**src/rtl/wb_interconnect_pkg.sv**
```systemverilog
// Shared types for the Wishbone interconnect: arbiter FSM states and an
// index-width helper used to size grant ids and round-robin pointers.
package wb_interconnect_pkg;

   typedef enum logic [1:0] {
      IDLE  = 2'd0,
      BUSY  = 2'd1,
      FLUSH = 2'd2
   } arb_state_e;

   // Width of a binary index into an n-entry vector, never below one bit.
   function automatic int unsigned id_width(input int unsigned n);
      return (n < 2) ? 1 : $clog2(n);
   endfunction

endpackage

```
**src/rtl/wb_rr_find_first.sv**
```systemverilog
// Combinational wrap-around search: first set bit of vec at or above ptr,
// wrapping from N-1 back to 0.
module wb_rr_find_first
   import wb_interconnect_pkg::*;
#(
   parameter int unsigned N = 4
) (
   input  logic [N-1:0]           vec,
   input  logic [id_width(N)-1:0] ptr,
   output logic                   found,
   output logic [id_width(N)-1:0] index
);

   localparam int unsigned W = id_width(N);

   logic [W:0]   sum;
   logic [W-1:0] pos;

   always_comb begin
      found = 1'b0;
      index = '0;
      sum   = '0;
      pos   = '0;
      for (int unsigned i = 0; i < N; i++) begin
         // One spare bit holds ptr+i before the modulo-N fold.
         sum = {1'b0, ptr} + (W+1)'(i);
         if (sum >= (W+1)'(N)) begin
            sum = sum - (W+1)'(N);
         end
         pos = sum[W-1:0];
         if (!found && vec[pos]) begin
            found = 1'b1;
            index = pos;
         end
      end
   end

endmodule

```
**src/rtl/wb_arb_rr_lock.sv**
```systemverilog
// Round-robin Wishbone arbiter with cycle lock and optional watchdog.
// Watchdog (counter, FLUSH state, timeout_err) enabled by WB_ARB_RR_LOCK_TIMEOUT_EN.
module wb_arb_rr_lock
   import wb_interconnect_pkg::*;
#(
   parameter int unsigned N_REQ          = 4,
   parameter int unsigned TIMEOUT_CYCLES = 16
) (
   input  logic                       clock,
   input  logic                       reset,
   input  logic [N_REQ-1:0]           req,
   input  logic                       ack_i,
   input  logic                       err_i,
   output logic [N_REQ-1:0]           gnt,
   output logic [id_width(N_REQ)-1:0] gnt_id,
   output logic                       active,
   output logic                       timeout_err
);

   localparam int unsigned ID_W = id_width(N_REQ);

   arb_state_e        state_q, state_d;
   logic [ID_W-1:0]   ptr_q, ptr_d;
   logic [N_REQ-1:0]  gnt_q, gnt_d;
   logic [ID_W-1:0]   gnt_id_q, gnt_id_d;
   logic              timeout_err_q, timeout_err_d;

   logic              find_found;
   logic [ID_W-1:0]   find_idx;
   logic              owner_req;
   logic [ID_W-1:0]   next_ptr;
   logic              timeout_hit;

   wb_rr_find_first #(
      .N (N_REQ)
   ) u_find (
      .vec   (req),
      .ptr   (ptr_q),
      .found (find_found),
      .index (find_idx)
   );

   assign owner_req = req[gnt_id_q];
   assign next_ptr  = (gnt_id_q == ID_W'(N_REQ - 1)) ? '0 : gnt_id_q + ID_W'(1);

`ifdef WB_ARB_RR_LOCK_TIMEOUT_EN
   localparam int unsigned CNT_W = $clog2(TIMEOUT_CYCLES + 1);

   logic [CNT_W-1:0] cnt_q, cnt_d;

   // ack/err in the limit cycle suppresses the timeout.
   assign timeout_hit = (state_q == BUSY) && !ack_i && !err_i &&
                        (cnt_q == CNT_W'(TIMEOUT_CYCLES - 1));

   always_comb begin
      cnt_d = '0;
      if (state_q == BUSY && state_d == BUSY && !ack_i && !err_i) begin
         cnt_d = cnt_q + CNT_W'(1);
      end
   end

   always_ff @(posedge clock) begin
      if (reset) begin
         cnt_q <= '0;
      end else begin
         cnt_q <= cnt_d;
      end
   end
`else
   logic unused_wd;

   assign timeout_hit = 1'b0;
   assign unused_wd   = ack_i | err_i | (TIMEOUT_CYCLES == 0);
`endif

   always_ff @(posedge clock) begin
      if (reset) begin
         state_q       <= IDLE;
         ptr_q         <= '0;
         gnt_q         <= '0;
         gnt_id_q      <= '0;
         timeout_err_q <= 1'b0;
      end else begin
         state_q       <= state_d;
         ptr_q         <= ptr_d;
         gnt_q         <= gnt_d;
         gnt_id_q      <= gnt_id_d;
         timeout_err_q <= timeout_err_d;
      end
   end

   always_comb begin
      state_d = state_q;
      ptr_d   = ptr_q;
      unique case (state_q)
         IDLE: begin
            if (find_found) begin
               state_d = BUSY;
            end
         end
         BUSY: begin
            // Owner release takes priority; a coincident timeout still pulses.
            if (!owner_req) begin
               state_d = IDLE;
               ptr_d   = next_ptr;
            end else if (timeout_hit) begin
               state_d = FLUSH;
            end
         end
         FLUSH: begin
            if (!owner_req) begin
               state_d = IDLE;
               ptr_d   = next_ptr;
            end
         end
         default: begin
            state_d = IDLE;
         end
      endcase
   end

   always_comb begin
      gnt_d         = gnt_q;
      gnt_id_d      = gnt_id_q;
      timeout_err_d = timeout_hit;
      unique case (state_q)
         IDLE: begin
            gnt_d    = '0;
            gnt_id_d = '0;
            if (find_found) begin
               gnt_d[find_idx] = 1'b1;
               gnt_id_d        = find_idx;
            end
         end
         BUSY, FLUSH: begin
            if (!owner_req) begin
               gnt_d    = '0;
               gnt_id_d = '0;
            end
         end
         default: begin
            gnt_d    = '0;
            gnt_id_d = '0;
         end
      endcase
   end

   assign gnt         = gnt_q;
   assign gnt_id      = gnt_id_q;
   assign active      = |gnt_q;
   assign timeout_err = timeout_err_q;

endmodule

```
**config.mk**
```make
export PLATFORM = sky130hd
export DESIGN_NAME = wb_arb_rr_lock
export DESIGN_NICKNAME = d
export VERILOG_FILES = /design/src/rtl/wb_interconnect_pkg.sv /design/src/rtl/wb_rr_find_first.sv /design/src/rtl/wb_arb_rr_lock.sv
export SDC_FILE = /design/constraint.sdc
export NUM_CORES = 1
export LEC_CHECK = 0
export BUFFER_PORTS_ARGS = -buffer_cell sky130_fd_sc_hd__buf_2
export CORE_AREA = 2 2 39 41
export CTS_CLUSTER_DIAMETER = 40
export CTS_CLUSTER_SIZE = 20
export DETAILED_ROUTE_END_ITERATION = 16
export DIE_AREA = 0 0 41 43
export PLACE_DENSITY_LB_ADDON = 0.12
export RECOVER_POWER = 100
export SKIP_CTS_REPAIR_TIMING = 1
export SKIP_LAST_GASP = 1
export SYNTH_ARGS = -nofsm -noshare
export SYNTH_HDL_FRONTEND = slang
export SYNTH_SLANG_ARGS = --single-unit
```
**constraint.sdc**
```tcl
create_clock -name clock -period 2.64 [get_ports clock]
set_input_delay 0.132 -clock clock [delete_from_list [all_inputs] [get_ports clock]]
set_output_delay 0.132 -clock clock [all_outputs]
set_load 0.005 [all_outputs]
```
Word-level counts from Yosys, hierarchy flattened
Cells that the tools add are included.
{"block": "op_classes", "add_sub_neg": 8, "n_lt_le_gt_ge": 11, "eq_ne": 5, "mux": 33, "bitwise_logic": 1, "n_reduce_logical": 12}
{"operator": "2-bit 2-to-1 mux", "count": 12}
{"operator": "2-bit by 3-bit less-than comparator with 1-bit output, second input constant", "count": 6}
{"operator": "1-bit binary-select mux with 2-bit select", "count": 5}
{"operator": "1-bit 2-to-1 mux", "count": 10}
{"operator": "3-bit >= comparator, second input constant", "count": 3}
{"operator": "4-bit 2-to-1 mux", "count": 2}
{"operator": "2-bit case mux with 2 select lines", "count": 2}
{"operator": "4-bit case mux with 2 select lines", "count": 1}
{"operator": "2-bit by 1-bit subtractor with 2-bit output, second input constant", "count": 4}
{"operator": "2-bit by 2-bit adder with 3-bit output, second input constant", "count": 2}
{"operator": "2-bit equality test, second input constant", "count": 2}
{"operator": "1-bit logical AND", "count": 4}
{"operator": "2-bit inequality test, second input constant", "count": 2}
{"operator": "2-bit AND reduction", "count": 2}
{"operator": "4-bit OR reduction", "count": 1}
{"operator": "2-bit by 1-bit adder with 3-bit output, second input constant", "count": 1}
{"operator": "2-bit by 3-bit >= comparator with 1-bit output, second input constant", "count": 1}
{"operator": "1-bit zero test", "count": 3}
{"operator": "2-bit by 1-bit adder with 2-bit output, second input constant", "count": 1}
{"operator": "1-bit demux with 2-bit select", "count": 1}
{"operator": "2-bit by 1-bit equality test with 1-bit output, second input constant", "count": 1}
{"operator": "2-bit by 1-bit >= comparator with 1-bit output, second input constant", "count": 1}
{"operator": "2-bit zero test", "count": 1}
{"operator": "2-bit OR reduction", "count": 1}
{"operator": "1-bit NOT", "count": 1}
{"block": "totals", "regBits": 10, "input_bits": 8, "out_inout_bits": 8, "word_cells": 74}

Longest topological paths before layout
{"block": "logic_depth", "ltp_word": 20, "ltp_mapped": 4, "ltp_nobuf": 4}

By module
A second synthesis with hierarchy kept.
{"block": "hier_totals", "cells_unflattened": 64, "area_unflattened_um2": 530.5}
{"mod": "wb_arb_rr_lock", "instances": 1, "cells_per_inst": 49, "area_each_um2": 452.9}
{"mod": "wb_rr_find_first", "instances": 1, "cells_per_inst": 15, "area_each_um2": 77.6}

Worst setup path before layout
No wires, ideal clock.
{"block": "synth_timing", "kind": "register to register", "start": "register gnt_id_q[0] (netlist: gnt_id[0])", "end": "register gnt_q[1] (netlist: gnt[1])", "setup_time_ps": 117, "arrival_ps": 1309, "slack_ps": 1214, "path_stages_with_launch": 4, "synth_period_minus_slack_ps": 1426, "cell_sequence": "dfxtp_1 mux4_2 nor3b_4 a32o_1"}
{"block": "synth_via", "elab_chain_len": 3}
{"element": "start, declared", "line_no": "wb_arb_rr_lock.sv:25", "text": "logic [ID_W-1:0] gnt_id_q, gnt_id_d;"}
{"element": "start signal, assigned", "line_no": "wb_arb_rr_lock.sv:87", "text": "gnt_id_q <= gnt_id_d;"}
{"element": "1-bit binary-select mux with 2-bit select", "line_no": "wb_arb_rr_lock.sv:43", "text": "assign owner_req = req[gnt_id_q];"}
{"element": "1-bit 2-to-1 mux (not written as such)", "line_no": "wb_arb_rr_lock.sv:43"}
{"element": "2-bit inequality test (no source line)"}
{"element": "end signal, assigned", "line_no": "wb_arb_rr_lock.sv:86", "text": "gnt_q <= gnt_d;"}
{"element": "end, declared", "line_no": "wb_arb_rr_lock.sv:24", "text": "logic [N_REQ-1:0] gnt_q, gnt_d;"}
Every way passes these cells. The select of a mux whose other input is x is not followed.
A chain may end at the register's enable or synchronous reset.

Final worst setup path
{"block": "layout_timing", "start": "register ptr_q[1]", "end": "register gnt_q[1] (netlist: gnt[1])"}
{"block": "layout_via", "elab_chain_len": 20, "elab_cells_between_ends": 44}
{"element": "start, declared", "line_no": "wb_arb_rr_lock.sv:23", "text": "logic [ID_W-1:0] ptr_q, ptr_d;"}
{"element": "start signal, assigned", "line_no": "wb_arb_rr_lock.sv:85", "text": "ptr_q <= ptr_d;"}
{"element": "parallel branches: the longest is 18 deep, another holds 2-bit by 1-bit adder with 3-bit output"}
{"element": "4-bit 2-to-1 mux (*)", "line_no": "wb_arb_rr_lock.sv:130", "text": "if (find_found) begin"}
{"element": "4-bit case mux with 2 select lines (*)", "line_no": "wb_arb_rr_lock.sv:126", "text": "unique case (state_q)"}
Mark *: on every way between the ends. The select of a mux whose other input is x is not followed.

==> impl_results.md <==
- Run status: completed
- Biggest fanout along the worst timing path: 7
- Post-synthesis area per instance: 9.30 µm²
- Syn nets: 60
- Endpoint arrival time on the critical path: 1.73 ns
- Worst-skew pair later-pin latency: ~0.26 ns
- Share of cells above drive strength 1: 18.2%
- Number of distinct standard cells referenced by the synthesized netlist: 27
- Final layout net count: 76
- Total number of yosys warnings: 0
- Switching Share: 27.8%
- Final Wtd Congestion: 0.732
- Worst IR Drop VDD: ~0.18 mV
- Unrepaired setup endpoints after global routing: no
- Dominant register cell in the synthesized netlist: dfxtp_1
- Worst-case register-to-register setup slack: 1.11 ns
- Cell Area, Placed: 547 µm²
- Antenna fix cells: 0
- Leading area contributor after synthesis: dfxtp_1
- Clock tree root buffer cell: clkbuf_4
- Min Clock Period, post-route: 1.53 ns
- Cell area after layout: 549 µm²
- Initial cell density of the core: 34.3%
- TritonCTS clock tree: done
- Count of pins over their slew limit: 0
- Total routed wirelength: 1.02 mm
- Detail Route Antenna Nets: 0
- Largest net degree at the start of global routing: 9
- Global route overflow: 0
- Clock transition at the registers of the reported paths: 0.06 ns
- Area fraction of the dominant cell type after synthesis: 38.0%
- Clock network fraction of total power: 33.6%
- Post-route setup TNS: 0 ns
- TritonCTS Buffers: 3
- Detailed-route via count: 430
- Sequential cell fraction of total power: 48.6%
- Hold depth: 2
- Worst path required time: 2.84 ns
- Worst setup path class: reg2reg
- Global-route wire length before repair: 1.76 mm
- Startpoint of the tightest hold check path: reset
- Slew Limit Headroom: between 60% and 70%
- Max clock buf depth: 2
- Area growth syn-to-layout: 15.8%
- Internal: 0.000229 W
- Length in cells of the worst reg-to-reg path: 4
- Die X-Extent: 41 µm
- Final Util: 39.7%
- Number of antenna violations at the first check in global routing: 0
- Proportion of register bits with asynchronous set or reset after synthesis: 0%
- Count of mapped cells out of synthesis: 51
- Worst reg2reg path endpoint: gnt[1]
- Number of top-level design ports: 16
- Initial DRC count: 10
- Sequential-to-total area share from yosys stat: 38.0%
- Overall track demand over capacity in global routing: 14.8%
- Synth cell count leaders: dfxtp_1, nand2_1, a21oi_1
- Min-delay worst type: in2reg
- Non-Filler Instances: 82
- Crit Reg-Reg Startpoint: ptr_q[1]
- Overall die area: 1760 µm²
- Cell total after placement: 78
- #FFs+latches synth: 9
- Clock tree skew after final layout: 0.00105 ns
- Syn Std Cell Area: roughly 470 µm²
- First drt pass iteration count: 4
- Worst Tran Pin Value: 0.584 ns
- Startpoint Class: flip-flop
- Area of the placeable core: 1380 µm²
- Maximum clock rate: 655 MHz
- Drc violations: 0
- CP endpoint kind: flip-flop
- H-tree depth reported by CTS: 1
- Via density per instance: 5.24
- Power per unit of standard cell area: 576 nW/µm²
- DR WL/cell: 12.5 µm
- Max-cap violations: 0
- Hold violation count in the final report: 0
- Count of flip-flops with a built-in enable after synthesis: 0
- Final setup violation count: 0
- # port buffers: 12
- Hold Path Sink: ptr_q[1]
- DP Wirelength: between 700 and 800 µm
- TritonCTS Sinks: 9
- Leakage power total: approximately 0.21 nW
- Combinational share of power: 17.8%
- Chip Height: 43 µm
- Cell types with the largest area share after synthesis: dfxtp_1, mux4_2, nand2_1
- Via count of the first global-routing pass: 407
- Count leader, synth: dfxtp_1
- Row count: 14
- Tcrit/Tclk final: 57.8%
- Sw Pwr: 0.0000878 W
cells by family after synthesis:
kind of cell	synth area share, %
AND/OR/NAND/NOR	23.0
AO/OA/AOI/OAI	23.5
flip-flops	38.0
buffers and inverters	3.17
multiplexers	8.97
adder cells (fa/ha/maj)	2.64
other	0.791
power groups by stage:
stage	registers, W	logic (W)	clock network, W
2_1_floorplan	0.000156	0.0000392	0
3_5_place_dp	0.000157	0.0000612	0
4_1_cts	0.000154	0.0000620	0.000111
5_1_grt	0.000155	0.0000649	0.000119
6_report	0.000154	0.0000562	0.000106
3_3_place_gp	0.000157	0.0000620	0
layer usage:
layer	GRT usage, %	routed length, µm
met1	20.1	521
met2	20.9	447
met3	6.28	56
met4	4.00	0
met5	0	0
registers in the layout, summed over array words and instances (netlist names):
name,flops
gnt,4
gnt_id,2
ptr_q,2
state_q,1
worst max path at each step:
| stage | start | depth (start not counted) | slack [ns] | end |
|---|---|---|---|---|
| floorplan | gnt_id[0] | 3 | 1.21 | gnt[1] |
| global placement | gnt_id[0] | 3 | 1.14 | gnt[1] |
| detailed placement | gnt_id[0] | 3 | 1.14 | gnt[1] |
| CTS | gnt_id[0] | 3 | 1.13 | gnt[1] |
| global route | ptr_q[1] | 4 | 0.93 | gnt[1] |
| finish | ptr_q[1] | 4 | 1.11 | gnt[1] |
per-stage QoR:
step | hold slack (ns) | worst slack, ns | power (W)
4_1_cts | 0.141 | 1.13 | 0.000327
3_3_place_gp | 0.422 | 1.14 | 0.000219
6_report | 0.125 | 1.11 | 0.000316
3_5_place_dp | 0.418 | 1.14 | 0.000218
5_1_grt | 0.135 | 0.934 | 0.000338
2_1_floorplan | 0.201 | 1.21 | 0.000195
layout make-up:
cell class,count,area [µm²]
tap,16,20.0
clock buffer,4,26.3
multi-input combinational,39,260
timing repair buffer,12,55.1
sequential,9,180
fill,151,835
inverter,2,7.51
cell usage in the layout (no fill, tap or decap), drive strengths merged, types with 2 or more instances in the layout:
cell / n
dfxtp: 9
buf: 8
clkbuf: 8
nand2: 6
a21oi: 4
nor2: 3
nor3: 3
o31ai: 3
inv: 2
o21ai: 2
mux2i: 2
a32o: 2
worst max-delay path, stage by stage, from the launching register on:
cell and delay, ns:
dfxtp_1 0.46, mux2i_1 0.21, nor2_1 0.06, nor3_1 0.50, a32o_1 0.24
(Power assumes the default switching activity.)
